==> src/rtl/edge_pkg.sv <==
// Shared types and helpers for the multi-channel edge detector.
package edge_pkg;

   localparam int MODE_W = 2;

   typedef enum logic [MODE_W-1:0] {
      EDGE_OFF  = 2'b00,
      EDGE_RISE = 2'b01,
      EDGE_FALL = 2'b10,
      EDGE_BOTH = 2'b11
   } edge_mode_t;

   // Bit 0 of the mode enables rising edges, bit 1 enables falling edges.
   function automatic logic mode_hit(input edge_mode_t mode, input logic rise, input logic fall);
      return (rise & mode[0]) | (fall & mode[1]);
   endfunction

endpackage

==> src/rtl/multi_edge_detect_if.sv <==
// Channel bus of the multi-channel edge detector: raw inputs and controls in, pulses and flags out.
interface multi_edge_detect_if #(
   parameter int NUM_CH = 4
);

   logic [NUM_CH-1:0]                  sig_in;
   logic [edge_pkg::MODE_W*NUM_CH-1:0] mode;
   logic [NUM_CH-1:0]                  clear;
   logic [NUM_CH-1:0]                  edge_pulse;
   logic [NUM_CH-1:0]                  edge_rise;
   logic [NUM_CH-1:0]                  event_flag;
   logic                               any_event;

   modport master (
      output sig_in, mode, clear,
      input  edge_pulse, edge_rise, event_flag, any_event
   );

   modport slave (
      input  sig_in, mode, clear,
      output edge_pulse, edge_rise, event_flag, any_event
   );

endinterface

==> src/rtl/edge_chan.sv <==
// One edge-detector channel: synchroniser, optional debounce filter, edge detect, sticky flag.
// The debounce filter exists only when EDGE_DEBOUNCE_EN is defined.
module edge_chan
   import edge_pkg::*;
#(
`ifdef EDGE_DEBOUNCE_EN
   parameter int DEBOUNCE_CYCLES = 4,
`endif
   parameter int SYNC_STAGES     = 2
)(
   input  logic       clk,
   input  logic       n_rst,
   input  logic       sig_i,
   input  edge_mode_t mode_i,
   input  logic       clear_i,
   output logic       pulse_o,
   output logic       rise_o,
   output logic       flag_o
);

   logic [SYNC_STAGES-1:0] sync_q;
   logic                   synced;
   logic                   lvl;
   logic                   prev_q;
   logic                   rise, fall;
   logic                   pulse_q, pulse_d;
   logic                   rise_q;
   logic                   flag_q, flag_d;

   // NOTE: sequential state uses non-blocking assignments so every flop samples pre-edge values;
   // the synchroniser chain is reset too, so no level captured before reset can create an edge.
   always_ff @(posedge clk or negedge n_rst) begin
      if (!n_rst) begin
         sync_q <= '0;
      end else begin
         sync_q[0] <= sig_i;
         for (int i = 1; i < SYNC_STAGES; i++) begin
            sync_q[i] <= sync_q[i-1];
         end
      end
   end

   assign synced = sync_q[SYNC_STAGES-1];

`ifdef EDGE_DEBOUNCE_EN
   localparam int               CNT_W    = $clog2(DEBOUNCE_CYCLES + 1);
   localparam logic [CNT_W-1:0] CNT_LAST = CNT_W'(DEBOUNCE_CYCLES - 1);

   logic [CNT_W-1:0] cnt_q, cnt_d;
   logic             lvl_q, lvl_d;

   // The new level is accepted on the DEBOUNCE_CYCLES-th consecutive disagreeing sample.
   always_comb begin
      lvl_d = lvl_q;
      cnt_d = '0;
      if (synced != lvl_q) begin
         if (cnt_q == CNT_LAST) begin
            lvl_d = synced;
         end else begin
            cnt_d = cnt_q + 1'b1;
         end
      end
   end

   always_ff @(posedge clk or negedge n_rst) begin
      if (!n_rst) begin
         lvl_q <= 1'b0;
         cnt_q <= '0;
      end else begin
         lvl_q <= lvl_d;
         cnt_q <= cnt_d;
      end
   end

   assign lvl = lvl_q;
`else
   assign lvl = synced;
`endif

   // prev tracks lvl regardless of mode, so enabling a channel never reports an old change.
   assign rise = lvl & ~prev_q;
   assign fall = ~lvl & prev_q;

   // NOTE: every output of a combinational block gets a default first, so no latch is inferred.
   always_comb begin
      pulse_d = mode_hit(mode_i, rise, fall);
      flag_d  = (flag_q & ~clear_i) | pulse_q;
   end

   always_ff @(posedge clk or negedge n_rst) begin
      if (!n_rst) begin
         prev_q  <= 1'b0;
         pulse_q <= 1'b0;
         rise_q  <= 1'b0;
         flag_q  <= 1'b0;
      end else begin
         prev_q  <= lvl;
         pulse_q <= pulse_d;
         rise_q  <= rise;
         flag_q  <= flag_d;
      end
   end

   assign pulse_o = pulse_q;
   assign rise_o  = rise_q;
   assign flag_o  = flag_q;

endmodule

==> src/rtl/multi_edge_detect.sv <==
// Multi-channel edge detector top: one edge_chan per channel and the any_event reduction.
// Define EDGE_DEBOUNCE_EN to add a DEBOUNCE_CYCLES stability filter in front of each detector.
module multi_edge_detect
   import edge_pkg::*;
#(
   parameter int NUM_CH          = 4,
   parameter int SYNC_STAGES     = 2,
   parameter int DEBOUNCE_CYCLES = 4
)(
   input  logic               clk,
   input  logic               n_rst,
   multi_edge_detect_if.slave bus
);

   logic [NUM_CH-1:0] pulse_w;
   logic [NUM_CH-1:0] rise_w;
   logic [NUM_CH-1:0] flag_w;

   if (NUM_CH < 1 || SYNC_STAGES < 1 || DEBOUNCE_CYCLES < 1) begin : g_bad_params
      $error("multi_edge_detect: NUM_CH, SYNC_STAGES and DEBOUNCE_CYCLES must be >= 1");
   end

   for (genvar i = 0; i < NUM_CH; i++) begin : g_chan
      edge_chan #(
`ifdef EDGE_DEBOUNCE_EN
         .DEBOUNCE_CYCLES (DEBOUNCE_CYCLES),
`endif
         .SYNC_STAGES     (SYNC_STAGES)
      ) u_chan (
         .clk     (clk),
         .n_rst   (n_rst),
         .sig_i   (bus.sig_in[i]),
         .mode_i  (edge_mode_t'(bus.mode[MODE_W*i +: MODE_W])),
         .clear_i (bus.clear[i]),
         .pulse_o (pulse_w[i]),
         .rise_o  (rise_w[i]),
         .flag_o  (flag_w[i])
      );
   end

   assign bus.edge_pulse = pulse_w;
   assign bus.edge_rise  = rise_w;
   assign bus.event_flag = flag_w;
   assign bus.any_event  = |flag_w;

endmodule

==> src/flat_wrapper.sv <==
// flat-port wrapper written by rule: the top's interface ports become plain ports
module multi_edge_detect_flat import edge_pkg::*;
#(
   parameter int NUM_CH          = 4,
   parameter int SYNC_STAGES     = 2,
   parameter int DEBOUNCE_CYCLES = 4
)
  (clk, n_rst, bus_sig_in, bus_mode, bus_clear, bus_edge_pulse, bus_edge_rise, bus_event_flag, bus_any_event);
  multi_edge_detect_if #(.NUM_CH(NUM_CH)) bus_i ();
  input  logic clk;
  input  logic n_rst;
  input wire logic [$bits(bus_i.sig_in)-1:0] bus_sig_in;
  input wire logic [$bits(bus_i.mode)-1:0] bus_mode;
  input wire logic [$bits(bus_i.clear)-1:0] bus_clear;
  output wire logic [$bits(bus_i.edge_pulse)-1:0] bus_edge_pulse;
  output wire logic [$bits(bus_i.edge_rise)-1:0] bus_edge_rise;
  output wire logic [$bits(bus_i.event_flag)-1:0] bus_event_flag;
  output wire logic [$bits(bus_i.any_event)-1:0] bus_any_event;
  assign bus_i.sig_in = bus_sig_in;
  assign bus_i.mode = bus_mode;
  assign bus_i.clear = bus_clear;
  assign bus_edge_pulse = bus_i.edge_pulse;
  assign bus_edge_rise = bus_i.edge_rise;
  assign bus_event_flag = bus_i.event_flag;
  assign bus_any_event = bus_i.any_event;
  multi_edge_detect #(.NUM_CH(NUM_CH), .SYNC_STAGES(SYNC_STAGES), .DEBOUNCE_CYCLES(DEBOUNCE_CYCLES)) u_core (.clk(clk), .n_rst(n_rst), .bus(bus_i));
endmodule
==> config.mk <==
export PLATFORM = sky130hd
export DESIGN_NAME = multi_edge_detect_flat
export DESIGN_NICKNAME = d
export VERILOG_FILES = /design/src/rtl/edge_pkg.sv /design/src/rtl/multi_edge_detect_if.sv /design/src/rtl/edge_chan.sv /design/src/rtl/multi_edge_detect.sv /design/src/flat_wrapper.sv
export SDC_FILE = /design/constraint.sdc
export NUM_CORES = 1
export LEC_CHECK = 0
export CORE_MARGIN = 10
export CORE_UTILIZATION = 41
export CTS_BUF_LIST = sky130_fd_sc_hd__clkbuf_16
export CTS_CLUSTER_DIAMETER = 30
export DETAILED_ROUTE_END_ITERATION = 12
export PLACE_DENSITY = 0.75
export SETUP_SLACK_MARGIN = 0.05
export SLEW_MARGIN = 20
export SYNTH_ARGS = -nofsm -noshare
export SYNTH_HDL_FRONTEND = slang
export SYNTH_SLANG_ARGS = --single-unit
==> constraint.sdc <==
create_clock -name clk -period 1.7 [get_ports clk]
set_clock_uncertainty 0.15 [all_clocks]
set_input_delay 0.425 -clock clk [delete_from_list [all_inputs] [get_ports clk]]
set_output_delay 0.425 -clock clk [all_outputs]
set_load 0.005 [all_outputs]
-- Word-level counts from Yosys, hierarchy flattened
Index checks and enable logic that the tools add are counted.
- output and inout port bits: 13
- register bits: 24
- logic and storage cells: 61
- reductions and logical operators: 1
- bitwise gates (word level): 40
- operators by type and width (operator ; number):
    AND 1 bit ; 20
    inverter 1 bit ; 12
    OR 1 bit ; 8
    OR reduction 4 bit ; 1

-- Logic depth before layout (Yosys ltp)
- depth in word-level cells: 4
- depth in mapped cells: 2
- depth with buffers taken out: 2

-- Modules after synthesis
From an unflattened synthesis, not the netlist that was laid out.
- cell total of the unflattened synthesis: 45
- area, all modules: 758.2 um2
- by module, submodules not included (module ; cells an instance ; area each (um2) ; instances):
    edge_chan ; 11 ; 187.7 ; 4
    multi_edge_detect ; 1 ; 7.5 ; 1

-- Worst setup path before layout
No wires, ideal clock.
- path kind: register -> output
- start point: register u_core.g_chan[0].u_chan.flag_q
- end point: output port bus_any_event
- arrival time: 0.891 ns
- stages on the path, launching flop included: 2
- setup slack: 0.234 ns
- cell sequence: dfrtp_1 -> or4_1
- cells in the longest elaborated chain, start to end: 1
- RTL lines (element ; RTL line ; text):
    start: declaration ; edge_chan.sv:28 ; logic flag_q, flag_d;
    start signal: assignment ; edge_chan.sv:100 ; flag_q <= flag_d;
    OR reduction 4 bit ; multi_edge_detect.sv:44 ; assign bus.any_event = |flag_w;
    end: declaration ; flat_wrapper.sv:18 ; output wire logic [$bits(bus_i.any_event)-1:0] bus_any_event;
No other way between the ends.

-- Final worst setup path
Ends and elaborated chain as after synthesis.

==> summary.md <==
| Metric | Value |
|---|---|
| Synth area leader | dfrtp_1 |
| Critical Path Fanout Max | 2 |
| Final max-slew violation count | 0 |
| Final Critical Period | 1841 ps |
| Top cells by area in the synthesized netlist | dfrtp_1 73%, buf_4 11%, nor2b_1 3.8%, o2bb2ai_1 3.2%, a21o_1 2.7% |
| Largest net degree at the start of global routing | 25 |
| DR iter-0 viols | 9 |
| Die Ht | 64.78 µm |
| Internal Pwr Total | 1165 µW |
| Dpl hpwl | 1256 µm |
| Synth top area share | 0.7306 |
| First-pass GRT wire length | 2497 µm |
| Post-Synth Simple-Gate Area | 0.06088 |
| Synth-to-Final Area Change | 46.58% |
| Synth Register Bits | 24 |
| MaxCap Viol Count | 0 |
| Worst skew pair latency | 250 ps |
| Die width | 64.78 µm |
| Met1 usage | 0.07260 |
| Drt wl/cell | 13.75 µm |
| Number of synthesized flops with an enable pin | 0 |
| Leak Pwr | 0.0006033 µW |
| Gr busiest metal | met2 |
| Buf/Inv on CP | 1 |
| Crit-path leading delay family | simple AND/OR/NAND/NOR gates |
| Most used DFF post-synth | dfrtp_1 |
| Clock Pin Slew Worst Setup and Hold Paths | 60 ps |
| VDD IR max | 0.6772 mV |
| CTS HTree Levels | 1 |
| Yosys warnings | 0 |
| # diodes | 0 |
| Mapped Avg Cell Area | 14.42 µm² |
| Setup CP Type | flop to primary output |
| CTS tree | built |
| CTS buffer count | 3 |
| Failing checks | setup timing |
| Count leader, synth | dfrtp_1 |
| Seq/Total Area, Yosys | 0.7306 |
| Vias in the first global route | 536 |
| Syn Inst Count | 57 |
| CTS max path bufs | 2 |
| Routing usage on met2 | 0.1342 |
| Non-filler cells, final | 112 |
| Layout cell share with drive strength beyond 1 | 0.1529 |
| Root buf cell | clkbuf_16 |
| Power share of the combinational group | 0.097 |
| Final WL | 1540 µm |
| Post-synth top cells | 24 x dfrtp_1, 12 x buf_4, 5 x nor2b_1, 4 x inv_1 |
| Area of the multi-input gates | 116.4 µm² |
| Synth Cell Area | 822.0 µm² |
| Switching fraction of total power | 0.1714 |
| Total global routing overflow | 0 |
| Worst-path cell chain | or4_1 > buf_2 |
| CP max stage delay | 500 ps |
| Status | finished with violations |
| Number of library cell types mapped by synthesis | 10 |
| CP required | 1120 ps |
| Area after DPL | 0.001116 mm² |
| DR vias | 488 |
| GR Layer Usage met3 | 0.03608 |
| Max Freq | 543.2 MHz |
| Syn_nets | 75 |
| Sequential share of power | 0.443 |
| Final WS setup | -141.0 ps |
| Final instance area | 0.001205 mm² |
| Initial Utilization | 0.4233 |
| CP Data Arrival Time | 1270 ps |
| Final #Nets | 104 |
| Placed Cells | 107 |
| Gpl congestion | 0.6527 |
| CTS sink cnt | 24 |
| Endpoint class of the critical path | primary output |
| Die area | 0.004196 mm² |
| # setup viols final | 1 |
| Initial antenna violation count | 0 |
| Global Route Usage Sum | 0.07749 |
| Fill count | 173 |
| Crit path max-delay cell type | or4_1 |
| Compound-gate portion of the synthesized area | 0.08067 |
| Net Sw Power | 241.1 µW |
| Part of the power in the clock network | 0.460 |
| TritonRoute pass-1 iters | 2 |
| Main combinational cell family by area after synthesis | buffers and inverters |
| Rel. slew slack | 0.8903 |
| Unrepaired setup endpoints after global routing | true |
| Hold Path Class | flop to flop |
| IO Count | 31 |
| Mux contribution to synthesized area | 0 |
| Period Utilization, post-route | 1.083 |
| Crit start category | flop |
| Asr flop ratio synth | 1.000 |
| PortBufs | 30 |
| Core Area | 0.001942 mm² |
| PwrDens | 1167 mW/mm² |
| Adder-cell share of the synthesized area | 0 |
| Vias per Instance | 4.357 |
| # rows | 16 |
| Synth Area in XOR/XNOR | 0 |
| # DRC | 0 |
| FF/Latch Area | 600.6 µm² |
| Slew at the pin closest to its max-slew limit | 164.2 ps |
| ANT nets after route | 0 |
| Fin. Hold Viols | 0 |
stage by stage:
stage                       util  total power (µW)  setup WS (ps)  hold WS [ps]  setup TNS [ps]
final                     0.6205              1407         -141.0         196.8          -141.0
after global routing      0.6205              1470         -200.1         205.5          -200.1
after CTS                 0.6186              1427         -150.6         198.2          -150.6
after detailed placement  0.5747             790.0         -200.9         184.7          -200.9
after global placement    0.5747             783.2         -189.3         182.0          -189.3
after floorplan                -             688.9          234.4        -20.59               0
routing by layer:
metal	vias up	routed length, µm
met5	-	0
met4	0	14
met3	2	144
met2	18	872
met1	240	509
li1	228	-
registers in the layout, indices dropped and copies added, names as in the netlist:
| signal | cells |
|---|---|
| u_core.g_chan.u_chan.sync_q | 8 |
| u_core.g_chan.u_chan.prev_q | 4 |
| u_core.g_chan.u_chan.flag_o | 4 |
| u_core.g_chan.u_chan.rise_o | 4 |
| u_core.g_chan.u_chan.pulse_o | 4 |
kinds of logic after synthesis:
family	after synthesis
buffers and inverters	16
DFF	24
AOI/OAI and AO/OA	8
and+or+nand+nor	9
cell type report:
| class | instances | share of cell area |
|---|---|---|
| Sequential cell | 24 | 0.4984 |
| Tap cell | 27 | 0.02804 |
| Clock inverter | 1 | 0.02492 |
| Clock buffer | 3 | 0.06231 |
| Multi-Input combinational cell | 17 | 0.09657 |
| Timing Repair Buffer | 36 | 0.2773 |
| Inverter | 4 | 0.01246 |
cell usage in the layout, fill, tap and decap left out, types with 3 or more instances in the layout:
cell,instances
buf_4,5
clkbuf_16,3
nor2b_1,5
dfrtp_1,24
dlygate4sd2_1,11
o2bb2ai_1,3
a21o_1,3
inv_1,4
clkdlybuf4s50_1,17
nand2_1,3
power by group through the flow:
stage / Sequential [µW] / Combinational [µW] / Clock, µW
5_1_grt: 627 / 150 / 693
3_5_place_dp: 635 / 155 / 0
3_3_place_gp: 632 / 151 / 0
2_1_floorplan: 632 / 56.9 / 0
4_1_cts: 624 / 138 / 665
6_report: 623 / 136 / 647
path summary, 6_finish.rpt:
path	startpoint	to	slack (ps)	depth (start not counted)
worst min register to register	u_core.g_chan[2].u_chan.sync_q[0]$_DFF_PN0_	u_core.g_chan[2].u_chan.sync_q[1]$_DFF_PN0_	200	0
min in group asynchronous	n_rst	u_core.g_chan[0].u_chan.rise_o$_DFF_PN0_	380	2
worst min-delay path	u_core.g_chan[2].u_chan.sync_q[0]$_DFF_PN0_	u_core.g_chan[2].u_chan.sync_q[1]$_DFF_PN0_	200	0
worst max register to register	u_core.g_chan[0].u_chan.flag_o$_DFF_PN0_	u_core.g_chan[0].u_chan.flag_o$_DFF_PN0_	650	3
max in group asynchronous	n_rst	u_core.g_chan[2].u_chan.rise_o$_DFF_PN0_	880	2
worst max-delay path	u_core.g_chan[0].u_chan.flag_o$_DFF_PN0_	bus_any_event	-140	2
worst reg2reg max path: cells and delay by family (launching register included):
family          cells  cell delay [ps]
buf+inv             2              250
compound gates      1              170
flops               1              370
timing repair:
action,in CTS,in global routing
hold buffers,0,0
setup buffers,0,1
setup endpoints to repair,13,1
gates resized for setup,16,2
hold endpoints to repair,0,0
Power figures use the tool's default switching activity.
